## src/rtl/if_stage_pkg.sv

```systemverilog
// Shared definitions for the instruction-fetch stage: next-PC select codes
// (also used by the decode controller) and the branch-offset helper.
package if_stage_pkg;

  localparam logic [2:0] PC_NEXT   = 3'd0;
  localparam logic [2:0] PC_JUMP   = 3'd1;
  localparam logic [2:0] PC_JR     = 3'd2;
  localparam logic [2:0] PC_BRANCH = 3'd3;

  // Sign-extended 16-bit immediate scaled to a byte offset.
  function automatic logic [31:0] branch_offset(input logic [15:0] imm);
    logic signed [31:0] off;
    off = {{16{imm[15]}}, imm};
    return off <<< 2;
  endfunction

endpackage

```

## src/rtl/if_next_pc.sv

```systemverilog
// Combinational redirect-target calculation for the instruction held in ID.
module if_next_pc
  import if_stage_pkg::*;
(
  input  logic [2:0]  pc_src,
  input  logic [25:0] instr_index,
  input  logic [31:0] pc_next_id,
  input  logic [31:0] data_rs,
  output logic [31:0] target
);

  always_comb begin
    target = pc_next_id;
    case (pc_src)
      PC_JUMP:   target = {pc_next_id[31:28], instr_index, 2'b00};
      PC_JR:     target = data_rs;
      PC_BRANCH: target = pc_next_id + branch_offset(instr_index[15:0]);
      default:   target = pc_next_id;
    endcase
  end

endmodule

```

## src/rtl/if_stage.sv

```systemverilog
// MIPS instruction-fetch stage: PC, variable-latency imem handshake, IF/ID register.
// Define DELAY_SLOT_EN to keep the word after a taken redirect (branch delay slot).
module if_stage
  import if_stage_pkg::*;
#(
  parameter logic [31:0] RESET_PC = 32'h0000_0000
) (
  input  logic        clk,
  input  logic        rst,
  input  logic        if_rst,
  input  logic        if_en,
  input  logic        id_rst,
  input  logic        id_en,
  input  logic [2:0]  pc_src,
  input  logic [31:0] data_rs,
  output logic        imem_req,
  output logic [31:0] imem_addr,
  input  logic        imem_ready,
  input  logic [31:0] imem_rdata,
  output logic [31:0] pc_if,
  output logic        if_valid,
  output logic [31:0] inst_id,
  output logic [31:0] pc_id,
  output logic [31:0] pc_next_id,
  output logic        id_valid
);

`ifdef DELAY_SLOT_EN
  localparam bit SQUASH_EN = 1'b0;
`else
  localparam bit SQUASH_EN = 1'b1;
`endif

  typedef enum logic [1:0] {S_IDLE, S_WAIT, S_HOLD} fetch_state_t;

  fetch_state_t state;
  logic         redir_pend;
  logic [31:0]  redir_pc;
  logic [31:0]  hold_buf;
  logic [31:0]  target;
  logic         advance, redirect, word_rdy, squash, deliver, take;
  logic [31:0]  word, pc_after;

  if_next_pc u_next_pc (
    .pc_src      (pc_src),
    .instr_index (inst_id[25:0]),
    .pc_next_id  (pc_next_id),
    .data_rs     (data_rs),
    .target      (target)
  );

  assign advance  = if_en & id_en;
  assign redirect = id_valid & advance & (pc_src != PC_NEXT);
  assign word_rdy = ~(rst | if_rst) &
                    (((state == S_WAIT) & imem_ready) | (state == S_HOLD));
  // Without delay slots the word behind a redirect is on the wrong path.
  assign squash   = SQUASH_EN & (redir_pend | redirect);
  assign deliver  = word_rdy & advance & ~squash;
  assign take     = word_rdy & (advance | squash);
  assign word     = (state == S_HOLD) ? hold_buf : imem_rdata;
  assign pc_after = redir_pend ? redir_pc : (redirect ? target : pc_if + 32'd4);

  assign imem_req   = (state == S_WAIT);
  assign imem_addr  = pc_if;
  assign if_valid   = word_rdy & ~squash;
  assign pc_next_id = pc_id + 32'd4;

  // Fetch FSM, PC and hold buffer
  always_ff @(posedge clk) begin
    if (rst | if_rst) begin
      state      <= S_IDLE;
      pc_if      <= RESET_PC;
      redir_pend <= 1'b0;
      redir_pc   <= RESET_PC;
      hold_buf   <= '0;
    end else begin
      case (state)
        S_IDLE: state <= S_WAIT;
        S_WAIT: begin
          if (imem_ready) begin
            if (take) begin
              pc_if      <= pc_after;
              redir_pend <= 1'b0;
            end else begin
              hold_buf <= imem_rdata;
              state    <= S_HOLD;
            end
          end else if (redirect) begin
            redir_pend <= 1'b1;
            redir_pc   <= target;
          end
        end
        S_HOLD: begin
          if (advance) begin
            pc_if      <= pc_after;
            redir_pend <= 1'b0;
            hold_buf   <= '0;
            state      <= S_WAIT;
          end
        end
        default: state <= S_IDLE;
      endcase
    end
  end

  // IF/ID register: reset beats load, bubbles whenever no word is delivered
  always_ff @(posedge clk) begin
    if (rst | id_rst) begin
      inst_id  <= '0;
      pc_id    <= '0;
      id_valid <= 1'b0;
    end else if (advance) begin
      if (deliver) begin
        inst_id  <= word;
        pc_id    <= pc_if;
        id_valid <= 1'b1;
      end else begin
        inst_id  <= '0;
        id_valid <= 1'b0;
      end
    end
  end

endmodule
```

## config.mk

```make
export PLATFORM = sky130hd
export DESIGN_NAME = if_stage
export DESIGN_NICKNAME = d
export VERILOG_FILES = /design/src/rtl/if_stage_pkg.sv /design/src/rtl/if_next_pc.sv /design/src/rtl/if_stage.sv
export SDC_FILE = /design/constraint.sdc
export NUM_CORES = 1
export LEC_CHECK = 0
export BUFFER_PORTS_ARGS = -buffer_cell sky130_fd_sc_hd__buf_2
export CAP_MARGIN = 20
export CORE_ASPECT_RATIO = 1.75
export CORE_MARGIN = 2
export CORE_UTILIZATION = 50
export DETAILED_ROUTE_END_ITERATION = 6
export PLACE_DENSITY_LB_ADDON = 0.05
export SLEW_MARGIN = 0
export SYNTH_ARGS = -nofsm -noshare
export SYNTH_HDL_FRONTEND = slang
export SYNTH_HIERARCHICAL = 1
export SYNTH_SLANG_ARGS = --single-unit
```

## constraint.sdc

```tcl
create_clock -name clk -period 5.1 [get_ports clk]
set_clock_uncertainty 0.05 [all_clocks]
set_input_delay 1.02 -clock clk [delete_from_list [all_inputs] [get_ports clk]]
set_output_delay 1.02 -clock clk [all_outputs]
set_load 0.02 [all_outputs]
```

After elaboration in Yosys (flattened, before gate mapping)
Cells that the tools add are included.
- output and inout bits: 163
- flip-flop bits (word level): 164
- input port bits: 74
- bitwise logic cells: 17
- equality and inequality tests: 11
- reductions and logical operators: 9
- muxes and demuxes: 23
- $add $sub $neg: 3
- operator list (kind ; count):
    two-way mux 32 bit ; 10
    one-hot mux 32 bit (2 select lines) ; 2
    one-hot mux 32 bit (3 select lines) ; 1
    adder 32 x 3 -> 32 bit (second input constant) ; 2
    adder 32 bit ; 1
    AND reduction 4 bit ; 3
    bitwise AND 1 bit ; 9
    equality test 3 x 2 -> 1 bit (second input constant) ; 2
    two-way mux 2 bit ; 3
    one-hot mux 2 bit (3 select lines) ; 1
    AND reduction 3 bit ; 2
    two-way mux 1 bit ; 5
    OR 1 bit ; 5
    inequality test 2 x 1 -> 1 bit (second input constant) ; 2
    inequality test 2 bit (second input constant) ; 2
    equality test 3 x 1 -> 1 bit (second input constant) ; 1
    inequality test 3 x 1 -> 1 bit (second input constant) ; 1
    inequality test 3 x 2 -> 1 bit (second input constant) ; 1
    inverter 1 bit ; 3
    nonzero test 3 bit ; 1
    equality test 2 x 1 -> 1 bit (second input constant) ; 1
    equality test 2 bit (second input constant) ; 1
    logical NOT 2 bit ; 1
    one-hot mux 1 bit (2 select lines) ; 1
    2 further kinds ; 2

Depth between registers and ports, before layout
- depth after elaboration: 9
- gate-level depth with buffers: 18
- gate-level depth less buffers: 17

Cells and area by module
The synthesis kept the hierarchy.
- by module, submodules not included (module ; cells each ; area each (um^2) ; instances ; sequential area each (um^2)):
    if_stage ; 1022 ; 8129.0 ; 1 ; 3283.1
    if_next_pc ; 415 ; 2800.2 ; 1 ; 0.0

Worst setup path before layout
No wires, ideal clock.
- path type: flip-flop to flip-flop
- from: register pc_id[4]
- to: register pc_if[31] (netlist: imem_addr[31])
- library setup time: 0.062 ns
- setup slack: 0.753 ns
- data required time: 4.988 ns
- stages on the path, launching flop included: 19
- path buffers: 2
- data arrival time: 4.235 ns
- cell sequence: dfxtp_1 > nand4_1 > nor3_1 > and3_1 > clkbuf_1 > nand3_1 > xnor2_1 > ha_1 > clkbuf_1 > nand4_1 > nor2_1 > nand4b_1 > o221ai_1 > a41oi_2 > xnor2_1 > mux2i_1 > a31oi_1 > o32a_1 > nand3_1
- cells in the longest elaborated chain, start to end: 8
- RTL lines (element ; line ; text):
    start: declaration ; if_stage.sv:23 ; output logic [31:0] pc_id,
    start signal: assignment ; if_stage.sv:115 ; pc_id <= pc_if;
    adder 32 x 3 -> 32 bit (*) ; if_stage.sv:66 ; assign pc_next_id = pc_id + 32'd4;
    named net pc_next_id[25] ; if_stage.sv:24 ; output logic [31:0] pc_next_id,
    adder 32 bit (*) ; if_next_pc.sv:17 ; PC_BRANCH: target = pc_next_id + branch_offset(instr_index[15:0]);
    one-hot mux 32 bit (3 select lines) (*) ; if_next_pc.sv:14 ; case (pc_src)
    named net target[31] ; if_stage.sv:40 ; logic [31:0] target;
    two-way mux 32 bit (*) (2 in a row) ; if_stage.sv:61 ; assign pc_after = redir_pend ? redir_pc : (redirect ? target : pc_if + 32'd4);
    two-way mux 32 bit ; if_stage.sv:81 ; if (take) begin
    two-way mux 32 bit ; if_stage.sv:80 ; if (imem_ready) begin
    one-hot mux 32 bit (2 select lines) (*) ; if_stage.sv:77 ; case (state)
    end signal: assignment ; if_stage.sv:82 ; pc_if <= pc_after;
    end signal: assignment ; if_stage.sv:95 ; pc_if <= pc_after;
    end: declaration ; if_stage.sv:20 ; output logic [31:0] pc_if,
Mark *: on every way through the listed nets, which the timed path passes. The rest lies on a longest branch. The select of a mux whose other input is x is not followed.
A chain may end at the register's enable or synchronous reset.

Worst setup path in the final report
- from: register pc_id[4]
- to: register pc_if[24] (netlist: imem_addr[24])
- cells in the longest elaborated chain, start to end: 8
- RTL lines (element ; line):
    adder 32 x 3 -> 32 bit (*) ; if_stage.sv:66
    adder 32 bit ; if_next_pc.sv:17
    one-hot mux 32 bit (3 select lines) (*) ; if_next_pc.sv:14
    named net target[24] ; if_stage.sv:40
    two-way mux 32 bit (*) (2 in a row) ; if_stage.sv:61
    two-way mux 32 bit ; if_stage.sv:81
    two-way mux 32 bit ; if_stage.sv:80
    one-hot mux 32 bit (2 select lines) (*) ; if_stage.sv:77
Marked as above.

==> flow_summary.toml <==
[outcome]
status = "complete, no violations"

[critical_path]
r2r_start = "pc_id[4]"
path_delay_family = "compound AO/OA/AOI/OAI gates"
max_stage_delay_ns = 0.46
crit_path_top_delay_cell = "dfxtp_1"
worstReg2RegEnd = "imem_addr[24]"
cpMostUsedCell = "o21ai_0"
critPathLaunchType = "register"
path_buf_inv = 1
endpoint_kind = "register"
rr_worst_depth = 17
critPathKind = "reg -> reg"
crit_arrival_ns = 4.74
critPathRequiredTime_ns = 5.43
path_max_fanout = 7
reg2reg_slack_ns = 0.69
worstPathCellList = "nand4_1 > nor3_1 > buf_4 > nand2_1 > xnor2_1 > ha_1 > a21oi_1 > o221ai_1 > a221oi_2 > o21ai_2 > a31oi_1 > xor2_1 > o21ai_0 > nand2_1 > o21ai_0 > a31oi_1 > o21ai_0"

[placement]
portBuffers = 236
gp_congestion = 0.9658
hpwlAfterDp_um = 30000
postPlaceCellArea_um2 = 12120

[global_route]
grt_first_pass_wirelength_um = 60860
antenna_found_initial = 0
grt_overflow = 0
grt_use_total = 0.3468
grt_pass1_vias = 10780
grt_max_degree = 66

[clock_network]
h-tree-depth = 4
cts_buffers = 17
clock_path_buffers = 2
postCtsSetupRepairBufs = 0
cts_hold_buf = 0
clock_latency_ns = 0.46
clk_pin_slew_worst_paths_ns = 0.07
clkSinkCount = 164
post_cts_resized = 0
cts_tree = "yes"
cts_root_buffer = "clkbuf_16"

[timing]
min_period_ns = 4.409
relSlewSlack = 0.2410
rsz0062_at_grt = "false"
hold_viol_final = 0
timing.fmax_ghz = 0.2268
tightest_slew_ns = 1.134
setup_viol = 0
fin_setup_tns_ns = 0
slew_violations = 0
finalCritPeriodShare = 0.8646

[die]
dieArea_um2 = 23100
pin_count = 237
die_w_um = 115.8
core_um2 = 21500
die_h_um = 199.6
num_rows = 71
start_util = 0.5084

[layout]
syn2layout_area_growth_pct = 16.43
fin_area_um2 = 12720
finalNetCount = 1705
antenna_cells = 0
layout_common_cells = "buf_2, nand2_1, a21oi_1"
drive_gt1_frac = 0.2103
mostFrequentLayoutCell = "buf_2"

[synth]
yosysSeqAreaShare = 0.3004
syn_nets = 1547
ys_ff_latch = 164
synth_edf_count = 0
synthArstFlopShare = 0
ys_warn_count = 6
syn_area_um2 = 10930
syn_avg_cell_area_um2 = 7.606
synth.distinct_cells = 90
yosys.area.top_type_share = 0.3004
netlist.top_cell.by_area = "dfxtp_1"
synthTopCellsByArea = "dfxtp_1, a21oi_1, nand2_1, mux2i_1, nor2_1"
netlist_instances = 1437
ys.flop_type = "dfxtp_1"

[worst_hold_path]
holdPathEnd = "hold_buf[5]"
hold_start = "hold_buf[5]"
hold_depth = 2
hp-class = "reg -> reg"

[power_and_ir_drop]
p_per_area_nw_per_um2 = 234.0
p_total_mw = 2.978
ir_worst_vdd_mv = 0.2584
p_leak_nw = 5.462

[route]
vias_per_cell = 6.142
routedWlPerCell_um = 21.37
dr.pass1.iters = 7
wl_um = 40590
antenna_left = 0
drc_errors = 0
drt_iter0_markers = 1043
vias = 11660

[run]
max-cap-violations = 0
-- area by class of cell --
cell class / count / area (um2)
Clock inverter: 12 / 153.9
Multi-Input combinational cell: 1119 / 6930
Tap cell: 292 / 365.4
Sequential cell: 164 / 3283
Clock buffer: 19 / 452.9
Inverter: 22 / 82.58
Fill cell: 2091 / 8773
Timing Repair Buffer: 271 / 1456
-- kinds of logic (layout without fill, tap and decap cells) --
kind of cell,count (synthesis),in the layout,synth area share
AO/OA/AOI/OAI,437,437,0.2671
XOR/XNOR,52,52,0.04167
adder cells (fa/ha/maj),36,36,0.04190
buffers and inverters,154,324,0.06663
flip-flops,164,164,0.3004
multiplexers,49,49,0.04533
AND/OR/NAND/NOR,545,545,0.2370
-- stage by stage --
step	setup slack [ns]	hold slack, ns	utilization	std cells
global route	0.3153	0.4191	0.5919	1899
floorplan	0.7531	0.3812	-	1437
global placement	0.9128	0.3871	0.5637	1868
detailed placement	0.8613	0.3947	0.5637	1868
finish	0.6908	0.4039	0.5919	1899
CTS	0.7810	0.4036	0.5919	1899
-- tightest hold or removal path: stages (launching register included) --
cell,delay (ns)
dfxtp_1,0.31
nand2_1,0.05
a21oi_1,0.05
-- registers in the layout, summed over array words and instances, names as in the netlist --
signal and flops:
pc_id 32, inst_id 32, state 2, redir_pend 1
redir_pc 32, id_valid 1, hold_buf 32, imem_addr 32
-- synth_stat cells, drive strengths merged (8+ instances only) --
library cell  instances
o21ai                49
nor2b                47
and2                 16
xor2                 19
o21a                  9
a31oi                19
a2bb2oi              33
and3                 14
inv                  22
mux2i                45
nand2               208
nor4                  8
a22oi                 8
a21o                 11
nand3                40
o221ai                8
o211ai               12
ha                   35
nor2                119
o22ai                20
buf                  46
clkbuf               86
nand2b                9
dfxtp               164
nand4                19
nor3                 31
a211oi               17
a21oi               179
xnor2                33
-- power by group --
part | switching, mW | internal, mW
combinational | 0.201 | 0.106
sequential | 0.0146 | 1.29
clock | 0.571 | 0.794
total | 0.786 | 2.19
-- worst max-delay path by stage --
stage | slack [ns] | from | cells past startpoint | endpoint
after global placement | 0.91 | pc_id[2] | 17 | imem_addr[23]
after detailed placement | 0.86 | pc_id[4] | 17 | imem_addr[31]
after floorplan | 0.75 | pc_id[4] | 18 | imem_addr[31]
final | 0.69 | pc_id[4] | 17 | imem_addr[24]
after global routing | 0.32 | pc_id[4] | 17 | imem_addr[31]
after CTS | 0.78 | pc_id[4] | 17 | imem_addr[31]
-- metal layers --
| metal | routed length (um) | global-route usage | up-vias | share of wire |
|---|---|---|---|---|
| met4 | 2250 | 0.1980 | 0 | 0.055 |
| met2 | 20000 | 0.5859 | 540 | 0.49 |
| li1 | - | - | 5468 | - |
| met5 | 0 | 0 | - | 0 |
| met3 | 2782 | 0.06248 | 122 | 0.069 |
| met1 | 15560 | 0.4072 | 5533 | 0.38 |
Note: power is estimated with default switching activity, not from simulation.
